==> src/rtl/pipeline_hazard_sequencer.sv <==
// Hazard and pipeline-control sequencer for the 5-stage MIPS core.
// It handles load-use bubbles, beq/j flushes, data-memory wait freezes, the start gate, a memory-timeout error, and stall/flush counters.
module pipeline_hazard_sequencer #(
  parameter int CNT_W       = 16,
  parameter int MEM_TIMEOUT = 15
) (
  input  logic             clk_i,
  input  logic             rst_i,
  input  logic             start_i,
  input  logic [5:0]       id_op_i,
  input  logic [4:0]       id_rs_i,
  input  logic [4:0]       id_rt_i,
  input  logic             idex_memread_i,
  input  logic [4:0]       idex_rt_i,
  input  logic             branch_eq_i,
  input  logic             exmem_access_i,
  input  logic             dmem_ack_i,
  output logic             dmem_req_o,
  output logic             pc_write_o,
  output logic             ifid_write_o,
  output logic             ifid_flush_o,
  output logic             idex_bubble_o,
  output logic             pipe_hold_o,
  output logic [1:0]       pc_src_o,
  output logic [CNT_W-1:0] stall_cnt_o,
  output logic [CNT_W-1:0] flush_cnt_o,
  output logic             err_o,
  output logic [1:0]       state_o
);

  // Handshake: dmem_req_o is a valid that stays high until the cycle in which
  // dmem_ack_i is sampled high; that ack cycle completes the access, and the pipeline advances in it.

  typedef enum logic [1:0] {
    S_IDLE  = 2'd0,
    S_RUN   = 2'd1,
    S_WAIT  = 2'd2,
    S_ERROR = 2'd3
  } state_t;

  localparam logic [5:0] OP_RTYPE = 6'b000000;
  localparam logic [5:0] OP_J     = 6'b000010;
  localparam logic [5:0] OP_BEQ   = 6'b000100;
  localparam logic [5:0] OP_SW    = 6'b101011;

  localparam int WAIT_W = (MEM_TIMEOUT > 1) ? $clog2(MEM_TIMEOUT) : 1;
  localparam logic [WAIT_W-1:0] WAIT_LAST = WAIT_W'(MEM_TIMEOUT - 1);

  state_t            state, next_state;
  logic [WAIT_W-1:0] wait_cnt;
  logic              wait_clr, wait_inc;
  logic              hold;
  logic              rt_used;
  logic              load_use;
  logic              active;

  assign state_o = state;
  assign active  = (state == S_RUN) || (state == S_WAIT);

  // rt is a source operand only for R-type, beq and sw; for other opcodes it is the destination.
  assign rt_used  = (id_op_i == OP_RTYPE) || (id_op_i == OP_BEQ) || (id_op_i == OP_SW);
  assign load_use = idex_memread_i && (idex_rt_i != 5'd0) &&
                    ((idex_rt_i == id_rs_i) || ((idex_rt_i == id_rt_i) && rt_used));

  always_comb begin
    next_state    = state;
    wait_clr      = 1'b0;
    wait_inc      = 1'b0;
    hold          = 1'b0;
    dmem_req_o    = 1'b0;
    pc_write_o    = 1'b0;
    ifid_write_o  = 1'b0;
    ifid_flush_o  = 1'b0;
    idex_bubble_o = 1'b0;
    pipe_hold_o   = 1'b0;
    pc_src_o      = 2'b00;

    case (state)
      S_IDLE: begin
        idex_bubble_o = 1'b1;
        if (start_i) next_state = S_RUN;
      end
      S_RUN: begin
        dmem_req_o = exmem_access_i;
        hold       = exmem_access_i && !dmem_ack_i;
        if (hold) begin
          next_state = S_WAIT;
          wait_clr   = 1'b1;
        end
      end
      S_WAIT: begin
        dmem_req_o = 1'b1;
        hold       = !dmem_ack_i;
        if (dmem_ack_i) begin
          next_state = S_RUN;
        end else if (wait_cnt == WAIT_LAST) begin
          next_state = S_ERROR;
        end else begin
          wait_inc = 1'b1;
        end
      end
      default: begin
        hold = 1'b1;
      end
    endcase

    // Priority below hold: load-use bubble, then jump/branch redirect, then straight-line fetch.
    if (hold) begin
      pipe_hold_o = 1'b1;
    end else if (active) begin
      pc_write_o   = 1'b1;
      ifid_write_o = 1'b1;
      if (load_use) begin
        pc_write_o    = 1'b0;
        ifid_write_o  = 1'b0;
        idex_bubble_o = 1'b1;
      end else if (id_op_i == OP_J) begin
        pc_src_o     = 2'b10;
        ifid_flush_o = 1'b1;
      end else if ((id_op_i == OP_BEQ) && branch_eq_i) begin
        pc_src_o     = 2'b01;
        ifid_flush_o = 1'b1;
      end
    end
  end

  always_ff @(posedge clk_i or negedge rst_i) begin
    if (!rst_i) begin
      state       <= S_IDLE;
      wait_cnt    <= '0;
      err_o       <= 1'b0;
      stall_cnt_o <= '0;
      flush_cnt_o <= '0;
    end else begin
      state <= next_state;
      if (wait_clr) begin
        wait_cnt <= '0;
      end else if (wait_inc) begin
        wait_cnt <= wait_cnt + 1'b1;
      end
      if (next_state == S_ERROR) err_o <= 1'b1;
      if (active && !pc_write_o && (stall_cnt_o != {CNT_W{1'b1}})) begin
        stall_cnt_o <= stall_cnt_o + 1'b1;
      end
      if (ifid_flush_o && (flush_cnt_o != {CNT_W{1'b1}})) begin
        flush_cnt_o <= flush_cnt_o + 1'b1;
      end
    end
  end

endmodule

==> config.mk <==
export PLATFORM = sky130hd
export DESIGN_NAME = pipeline_hazard_sequencer
export DESIGN_NICKNAME = d
export VERILOG_FILES = /design/src/rtl/pipeline_hazard_sequencer.sv
export SDC_FILE = /design/constraint.sdc
export NUM_CORES = 1
export LEC_CHECK = 0
export CAP_MARGIN = 15
export CORE_ASPECT_RATIO = 0.7
export CORE_MARGIN = 10
export CORE_UTILIZATION = 35
export DETAILED_ROUTE_END_ITERATION = 16
export PLACE_DENSITY = 0.66
export SLEW_MARGIN = 5
export SYNTH_ARGS = -nofsm -noshare
export SYNTH_HDL_FRONTEND = slang
export SYNTH_SLANG_ARGS = --single-unit
export TNS_END_PERCENT = 30
==> constraint.sdc <==
create_clock -name clk_i -period 2.3 [get_ports clk_i]
set_clock_uncertainty 0.15 [all_clocks]
set_input_delay 0.23 -clock clk_i [delete_from_list [all_inputs] [get_ports clk_i]]
set_output_delay 0.23 -clock clk_i [all_outputs]
set_load 0.02 [all_outputs]
**Word-level counts from Yosys, hierarchy flattened**

Index checks and enable logic that the tools add are counted.

- Flip-flop bits (word level): 39
- Bits of input ports: 28
- Output and inout bits: 43
- Word-level logic and storage cells: 69

- $add $sub $neg: 3
- Equality and inequality tests: 11
- Mux-type cells: 32
- Reductions and logical operators: 18

Operator list:

| kind | number |
|---|---|
| 16-bit by 1-bit adder with 16-bit output (second input constant) | 2 |
| 16-bit != test (second input constant) | 2 |
| 1-bit 2-to-1 mux | 19 |
| 2-bit 2-to-1 mux | 8 |
| 5-bit equality test | 2 |
| 1-bit logical AND | 8 |
| 4-bit 2-to-1 mux | 2 |
| 6-bit by 2-bit equality test with 1-bit output (second input constant) | 1 |
| 6-bit by 3-bit equality test with 1-bit output (second input constant) | 1 |
| 6-bit equality test (second input constant) | 1 |
| 6-bit logical NOT | 1 |
| 2-bit one-hot mux with 3 select lines | 1 |
| 5-bit nonzero test | 1 |
| 4-bit by 1-bit adder with 4-bit output (second input constant) | 1 |
| 2-bit equality test (second input constant) | 2 |
| 4-bit equality test (second input constant) | 1 |
| 1-bit logical OR | 4 |
| 1-bit one-hot mux with 3 select lines | 1 |
| 2-bit by 1-bit equality test with 1-bit output (second input constant) | 1 |
| 1-bit logical NOT | 2 |
| 2-bit logical NOT | 1 |
| 1-bit one-hot mux with 2 select lines | 1 |
| 2-bit nonzero test | 1 |

**Longest topological paths before layout**

Gate-level depths: netlist of the first run.

- Depth in word-level cells: 12
- Mapped depth: 11
- Gate-level depth less buffers: 9

**Worst setup path after synthesis of the first run**

OpenSTA, ideal clock, no wires.

- Kind: reg-to-output
- From: register state[1], in the netlist state_o[1]
- To: output port pc_src_o[0]
- Data arrival time: 2.370 ns
- Data required time: 1.920 ns
- Slack: -0.450 ns
- Stages on the path, launching flop included: 10
- Path buffers: 0
- Path through: dfrtp_1 inv_1 ha_1 a21oi_1 nor2_1 nor2_1 nand2_1 nor2_1 nand2_1 nor3_1

- Cells in the longest elaborated chain, start to end: 4
- Elaborated cells on any way between the ends: 7
- Those cells by class: eq/ne: 2; mux: 3; reduce/logical: 2

RTL lines:

| item | line | text |
|---|---|---|
| start, declared | 49 | `state_t state, next_state;` |
| start signal, assigned | 135 | `state <= next_state;` |
| 2-bit by 1-bit equality test with 1-bit output / 2-bit equality test (equally long branches) | 58, 78 |  |
| 1-bit logical OR | 58 | `assign active = (state == S_RUN) \|\| (state == S_WAIT);` |
| 2-bit 2-to-1 mux | 110 | `end else if (active) begin` |
| 2-bit 2-to-1 mux * | 108 | `if (hold) begin` |
| end, declared | 24 | `output logic [1:0] pc_src_o,` |

Every way passes the cells marked *; elsewhere a longest branch is shown, timed or not.

**Worst setup path after layout of the first run**

- From: register state[0], in the netlist state_o[0]
- To: output port pc_src_o[0]

The elaborated chain is that of the path after synthesis.

==> summary.md, run 1 <==
| Metric | Value |
|---|---|
| Final #Nets | `364` |
| Slew Limit Fails | `0` |
| Worst path bufs/invs | `2` |
| Ys Warns | `0` |
| Outcome | `finished, final reports clean` |
| Die X | `about 110 µm` |
| Initial Utilization | `approximately 37%` |
| Final WS setup | `0.05801 ns` |
| TritonCTS sink count | `39` |
| Commonest non-fill, non-tap cell in the layout | `clkdlybuf4s50_1` |
| Die area | `0.009816 mm²` |
| Post-synth top flop | `dfrtp_1` |
| Slew of the pin with the lowest slew margin | `between 0.4 and 0.5 ns` |
| Synthesized Nets | `252` |
| Metal1 wirelength | `2.851 mm` |
| Most frequent cells in the layout | `52 x clkdlybuf4s50_1, 37 x dfrtp_1, 37 x buf_4` |
| Pre-antenna DRT Iters | `4` |
| DRC Markers | `0` |
| CTS Buf Count | `5` |
| Layout Cells excl Fill | `404` |
| Via density | `4.748` |
| Yosys cell types | `39` |
| Post-Place Setup Slack | `-0.5698 ns` |
| Crit-path max FO | `3` |
| Met3 Wirelength | `around 450 µm` |
| Synthesized netlist cell count | `216` |
| Reg clk slew, reported paths | `0.08 ns` |
| Mapped Area | `approximately 0.0022 mm²` |
| Min Tclk post-route | `2.242 ns` |
| Hold Path Depth | `1` |
| Yosys reg bits | `39` |
| H-tree depth | `2` |
| Post-Route WL | `5.943 mm` |
| Hold_ws | `0.3156 ns` |
| Startpoint types | `flop` |
| Clock tree from TritonCTS | `built` |
| CTS root buf | `clkbuf_8` |
| Largest net degree at the start of global routing | `40` |
| PnR Total Power | `0.002739 W` |
| Fin. Hold Viols | `0` |
| Fillcell total | `528` |
| Number of port buffers | `70` |
| Register area | `978.4 µm²` |
| Cell count along the critical path | `10` |
| MaxCap Viol Count | `0` |
| GRT Util Overall | `12.01%` |
| DRT iter0 DRCs | `78` |
| Hold WC Path Type | `flop to flop` |
| Via count | `1918` |
| Part of the Yosys area used for sequential elements | `44.88%` |
| First-pass GRT wire length | `between 9 and 10 mm` |
| Peak VDD IR | `0.4043 mV` |
| Placer Congestion | `0.8749` |
| Area of the multi-input gates | `0.001242 mm²` |
| Routed WL per cell | `14.71 µm` |
| Final setup vio count | `0` |
| Top sig layer | `met4` |
| Largest delay contributor family on the critical path | `simple AND/OR/NAND/NOR gates` |
| Clock tree buffer depth | `2` |
| Rows | `23` |
| Dpl hpwl | `4.641 mm` |
| Peak Freq | `0.4460 GHz` |
| Antenna-violating nets left | `0` |
| Core ar. | `0.005871 mm²` |
| Pleak | `1.529 nW` |
| RSZ-0062 raised after global routing | `true` |
| Vias in the first global route | `1997` |
| Crit. End Element | `output pin` |
| Initial antenna violation count | `0` |
| Tcrit/Tclk final | `97.48%` |
| Slew margin rel. | `66.98%` |
| Worst skew pair latency | `approximately 0.28 ns` |
| Die height | `85.95 µm` |
| Worst EP required | `1.92 ns` |
| Crit path cell chain | `inv_2 -> ha_2 -> a21oi_2 -> nor2_1 -> nor2_2 -> nand2_2 -> nor2_4 -> nand2_4 -> nor3_4 -> buf_6` |
| Layout cell share with drive strength beyond 1 | `26.44%` |
| Mean Syn Cell Area | `10.07 µm²` |
| CP max stage cell | `dfrtp_2` |
| PwrDens | `787.4 mW/mm²` |
| Critical path type | `flop to output pin` |
| Worst r2r path cells | `10` |
| Antenna Cells | `0` |
| Largest stage delay on the critical path | `approximately 0.41 ns` |
| Met2 wire len | `about 2.6 mm` |
| Boundary pin count | `71` |
| Synth-to-Final Area Change | `59.95%` |
| Post-synth EDFFs | `0` |
| Placed insts | `390` |
| Grt total ovfl | `0` |
| Post-synth ARST share | `100.0%` |
| Arr. time, crit path | `1.86 ns` |
synthesized netlist by cell type, types with 3 or more instances:
cell	instances	area (µm²)
nand2_1	20	75.07
nand3_1	15	75.07
inv_1	9	33.78
and3_1	7	43.79
xnor2_1	30	262.8
xor2_1	12	105.1
nand4_1	13	81.33
nand3_2	3	30.03
nor2b_1	3	18.77
o22ai_1	4	25.02
dfrtp_1	39	975.9
a21oi_1	3	15.01
nor3_1	7	35.03
ha_1	8	100.1
nor2_1	12	45.04
per-layer routing:
metal | up-vias | track usage [%]
li1 | 976 | -
met1 | 899 | 15.99
met2 | 41 | 18.32
met3 | 2 | 4.871
met4 | 0 | 1.362
met5 | - | 0
sequential cells by signal, summed over array words and instances, names as in the netlist:
register,flops
wait_cnt,4
state_o,2
stall_cnt_o,16
err_o,1
flush_cnt_o,16
kinds of logic after synthesis:
logic type	count (synthesis)	share of synthesized area, %
buffers and inverters	15	3.222
flip-flops	39	44.88
XOR/XNOR	42	16.92
adder cells (fa/ha/maj)	8	4.603
multiplexers	3	1.496
AO/OA/AOI/OAI	17	5.409
AND/OR/NAND/NOR	92	23.48
metrics by stage:
stage	util, %	instance area [µm²]	setup TNS, ns
global route	59.25	3478	-0.05759
CTS	57.89	3398	-0.06503
finish	59.25	3478	0
global placement	55.01	3229	-9.712
detailed placement	55.01	3229	-10.19
floorplan	-	2201	0
final cells by class:
cell class	instances	share of cell area, %
Clock buffer	7	2.770
Multi-Input combinational cell	162	35.72
Clock inverter	1	0.2158
Tap cell	75	2.698
Timing Repair Buffer	111	29.50
Inverter	9	0.9712
Sequential cell	39	28.13
power by group:
group          total, W  switching (W)  internal, W
sequential     0.000878      0.0000982     0.000780
combinational   0.00135       0.000690     0.000661
clock          0.000510       0.000237     0.000273
total           0.00274        0.00103      0.00171
worst reg2reg max path, cell delays in order, from the launching register on:
cell	delay, ns
dfrtp_2	0.41
inv_2	0.05
ha_2	0.19
a21oi_2	0.12
nor2_1	0.07
nor2_2	0.14
nand2_2	0.11
buf_6	0.14
nor4_4	0.17
buf_6	0.17
mux2_2	0.33
final timing paths:
check,from,slack [ns],to
min in group asynchronous,rst_i,0.37,wait_cnt[0]$_DFFE_PN0P_
min reg2reg,err_o$_DFFE_PN0N_,0.32,err_o$_DFFE_PN0N_
max reg2reg,state_o[0]$_DFF_PN0_,0.15,flush_cnt_o[1]$_DFFE_PN0P_
min,err_o$_DFFE_PN0N_,0.32,err_o$_DFFE_PN0N_
max in group asynchronous,rst_i,1.26,state_o[0]$_DFF_PN0_
max,state_o[0]$_DFF_PN0_,0.06,pc_src_o[0]
repair_timing:
item	4_1_cts	5_1_grt
setup endpoints to repair	13	24
pin swaps	14	13
buffers inserted	3	2
resized for setup	47	19
hold buffers	1	0
endpoints found under the hold margin	39	0
Note: power is estimated with default switching activity, not from simulation.
==> inputs of run 2 (changes only) <==
- ABC_AREA: default -> 1
- PLACE_DENSITY: 0.66 -> default
==> run 2 against run 1 <==
Non-clock buffer count fell by 14. Sequential share of layout area fell by 3.0 points. Hold slack barely moved. Combinational power rose by 36%. Via count rose by 42%. Sequential power rose by 0.6%. Area after synthesis rose by 29%. Register-to-register slack improved by 0.06 ns. Core utilization fell by 9.7 points. First-iteration DRC count rose by 110%. Setup slack improved by 0.061 ns. Die area rose by 23%. Critical path type unchanged.
==> summary.md, run 2 <==
| Metric | Value |
|---|---|
| Clock tree buffer depth | `2 (unchanged)` |
| Ys Warns | `0 (unchanged)` |
| Outcome | `finished, final reports clean (unchanged)` |
| Synth top cells by count | `109 x nand2_1, 46 x inv_1, 39 x dfrtp_1 (was 39 x dfrtp_1, 30 x xnor2_1, 20 x nand2_1)` |
| Arr. time, crit path | `1.80 ns (was 1.86 ns)` |
| PnR Total Power | `0.003371 W (was 0.002739 W)` |
| Crit path cell chain | `inv_1 -> ha_1 -> nand2_1 -> nand3_4 -> nor2_8 -> inv_1 -> a21oi_4 -> buf_2 (was inv_2 -> ha_2 -> a21oi_2 -> nor2_1 -> nor2_2 -> nand2_2 -> nor2_4 -> nand2_4 -> nor3_4 -> buf_6)` |
| Number of port buffers | `70 (unchanged)` |
| Most frequent cells in the layout | `108 x nand2_1, 61 x clkdlybuf4s50_1, 44 x inv_1 (was 52 x clkdlybuf4s50_1, 37 x dfrtp_1, 37 x buf_4)` |
| Final Cell Area | `0.003885 mm² (was 0.003478 mm²)` |
| Peak Freq | `0.4584 GHz (was 0.4460 GHz)` |
| Hold WC Path Type | `flop to flop (unchanged)` |
| Cell count along the critical path | `8 (was 10)` |
| Routed WL per cell | `13.43 µm (was 14.71 µm)` |
| Commonest non-fill, non-tap cell in the layout | `nand2_1 (was clkdlybuf4s50_1)` |
| Clock tree from TritonCTS | `built (unchanged)` |
| Vias in the first global route | `2623 (was 1997)` |
| Yosys cell types | `35 (was 39)` |
| Largest delay contributor family on the critical path | `flip-flops (was simple AND/OR/NAND/NOR gates)` |
| Grt total ovfl | `0 (unchanged)` |
| Worst path bufs/invs | `3 (was 2)` |
| Hold_ws | `0.3161 ns (was 0.3156 ns)` |
| Die X | `127.0 µm (was 114.2 µm)` |
| Mean Syn Cell Area | `7.415 µm² (was 10.07 µm²)` |
| Hold Path Depth | `1 (unchanged)` |
| Setup TNS | `0 ns (unchanged)` |
| Part of the Yosys area used for sequential elements | `34.82% (was 44.88%)` |
| Placer Congestion | `0.8421 (was 0.8749)` |
| Fin. Hold Viols | `0 (unchanged)` |
| CTS root buf | `clkbuf_16 (was clkbuf_8)` |
| Synthesized netlist cell count | `378 (was 216)` |
| Cell repeated most along the worst path | `inv_1` |
| Min Tclk post-route | `2.181 ns (was 2.242 ns)` |
| Initial antenna violation count | `0 (unchanged)` |
| Tcrit/Tclk final | `94.84% (was 97.48%)` |
| Crit-path max FO | `4 (was 3)` |
| Synth-to-Final Area Change | `38.62% (was 59.95%)` |
| DRC Markers | `0 (unchanged)` |
| Boundary pin count | `71 (unchanged)` |
| R2R setup slack | `0.21 ns (was 0.15 ns)` |
| Post-Route WL | `7.722 mm (was 5.943 mm)` |
| Initial Utilization | `35.76% (was 37.04%)` |
| Worst EP required | `1.92 ns (about the same)` |
| Reg clk slew, reported paths | `0.06 ns (was 0.08 ns)` |
| Worst r2r path cells | `13 (was 10)` |
| Core ar. | `0.007838 mm² (was 0.005871 mm²)` |
| Mapped Area | `0.002803 mm² (was 0.002175 mm²)` |
| Synthesized Nets | `414 (was 252)` |
| Die area | `0.01204 mm² (was 0.009816 mm²)` |
| Antenna Cells | `0 (unchanged)` |
| Yosys reg bits | `39 (unchanged)` |
| Die height | `94.87 µm (was 85.95 µm)` |
| Worst skew pair latency | `0.28 ns (about the same)` |
| Pre-antenna DRT Iters | `4 (unchanged)` |
| Top flop regs | `flush_cnt_o (16), stall_cnt_o (16), wait_cnt (4) (unchanged)` |
| Startpoint types | `flop (unchanged)` |
| Dpl hpwl | `6.004 mm (was 4.641 mm)` |
| H-tree depth | `2 (unchanged)` |
| Placed Area | `0.003750 mm² (was 0.003229 mm²)` |
| DRT iter0 DRCs | `162 (was 78)` |
| CP max stage cell | `dfrtp_1 (was dfrtp_2)` |
| Via density | `4.748 (about the same)` |
| Largest stage delay on the critical path | `0.41 ns (about the same)` |
| First-pass GRT wire length | `12.80 mm (was 9.846 mm)` |
| Final #Nets | `509 (was 364)` |
| Slew Limit Fails | `0 (unchanged)` |
| Post-Place Setup Slack | `-0.2638 ns (was -0.5698 ns)` |
| Largest net degree at the start of global routing | `26 (was 40)` |
| Rows | `27 (was 23)` |
| Post-synth top flop | `dfrtp_1 (unchanged)` |
| MaxCap Viol Count | `0 (unchanged)` |
| Post-synth EDFFs | `0 (unchanged)` |
| GRT Util Overall | `12.66% (was 12.01%)` |
| Top-area cell type share of the netlist area | `34.82% (was 44.88%)` |
| Critical path type | `flop to output pin (unchanged)` |
| Slew margin rel. | `60.88% (was 66.98%)` |
| Area contributors post-synth | `dfrtp_1 35%, nand2_1 15%, nand3_1 6.3% (was dfrtp_1 45%, xnor2_1 12%, xor2_1 4.8%)` |
| Post-synth ARST share | `100.0% (unchanged)` |
| PwrDens | `867.6 mW/mm² (was 787.4 mW/mm²)` |
| Crit. End Element | `output pin (unchanged)` |
| Via count | `2730 (was 1918)` |
| Final setup vio count | `0 (unchanged)` |
| Final WS setup | `0.1186 ns (was 0.05801 ns)` |
| Layout cell share with drive strength beyond 1 | `13.50% (was 26.44%)` |
| CTS Buf Count | `5 (unchanged)` |
| Pleak | `1.850 nW (was 1.529 nW)` |
| Synth area leader | `dfrtp_1 (unchanged)` |
| Peak VDD IR | `0.6540 mV (was 0.4043 mV)` |
| Antenna-violating nets left | `0 (unchanged)` |
| TritonCTS sink count | `39 (unchanged)` |
| Top-count cell post-synth | `nand2_1 (was dfrtp_1)` |
| Slew of the pin with the lowest slew margin | `0.5868 ns (was 0.4953 ns)` |
[run 2: changes by cell type in the layout (fill, tap and decap cells not counted), sizes merged, moves of 5 or more]
cell,change
and3,-6
buf,-13
clkdlybuf4s50,+9
dlygate4sd2,-6
dlymetal6s2s,-5
inv,+39
nand2,+96
nand3,+19
nand4,+12
nor2,+17
o21ai,+8
xnor2,-15
[run 2: cell type report]
| class | instances | area [µm²] |
|---|---|---|
| fillers | 816 | 3953 |
| multi-input cells | 282 | 1584 |
| flip-flops and latches | 39 | 975.9 |
| repair buffers | 97 | 880.8 |
| inverters | 48 | 180.2 |
| clock buffers | 7 | 132.6 |
| well taps | 101 | 126.4 |
| clock inverters | 1 | 5.005 |
[run 2: per-layer routing]
metal	up-vias	global-route usage, %	share of wire (%)
met5	-	0	0
met4	0	3.592	0.92
met3	6	4.029	5.9
met2	54	18.95	44
met1	1251	17.10	50
li1	1419	-	-
[run 2: worst paths after layout]
kind,startpoint,end
max reg2reg,state_o[1]$_DFF_PN0_,stall_cnt_o[5]$_DFFE_PN0P_
min,wait_cnt[3]$_DFFE_PN0P_,wait_cnt[3]$_DFFE_PN0P_
min in group asynchronous,rst_i,flush_cnt_o[11]$_DFFE_PN0P_
max in group asynchronous,rst_i,stall_cnt_o[11]$_DFFE_PN0P_
min reg2reg,wait_cnt[3]$_DFFE_PN0P_,wait_cnt[3]$_DFFE_PN0P_
max,state_o[0]$_DFF_PN0_,ifid_write_o
[run 2: timing repair]
item,CTS,global route
buffers inserted,0,1
resized for setup,21,17
pin swaps,0,0
hold buffers,1,0
hold endpoints to repair,23,0
setup endpoints to repair,9,23
[run 2: cells by family after synthesis]
group / Yosys count / synth area share (%)
compound gates: 22 / 4.821
fa+ha+maj: 8 / 3.572
simple gates: 221 / 37.99
flops: 39 / 34.82
xor+xnor: 31 / 9.687
buf+inv: 57 / 9.107
[run 2: where the power goes]
part	switching (W)	internal [W]	total (W)
sequential	0.000112	0.000771	0.000883
clock	0.000261	0.000401	0.000662
combinational	0.00107	0.000753	0.00183
total	0.00145	0.00193	0.00337
[run 2: stage by stage]
step	util, %	std cells
detailed placement	47.84	565
global placement	47.84	565
CTS	49.54	574
finish	49.57	575
global route	49.57	575
floorplan	-	378
[run 2: worst reg2reg max path, stage by stage, from the launching register on]
cell and delay, ns:
dfrtp_1 0.42, inv_2 0.08, ha_2 0.20, nand2_2 0.07, nor2_2 0.12, inv_2 0.07
nand3_4 0.10, nor2_8 0.05, buf_12 0.13, nand2_4 0.07, buf_4 0.20, nand2_4 0.17
nand2_1 0.10, o21ai_1 0.06
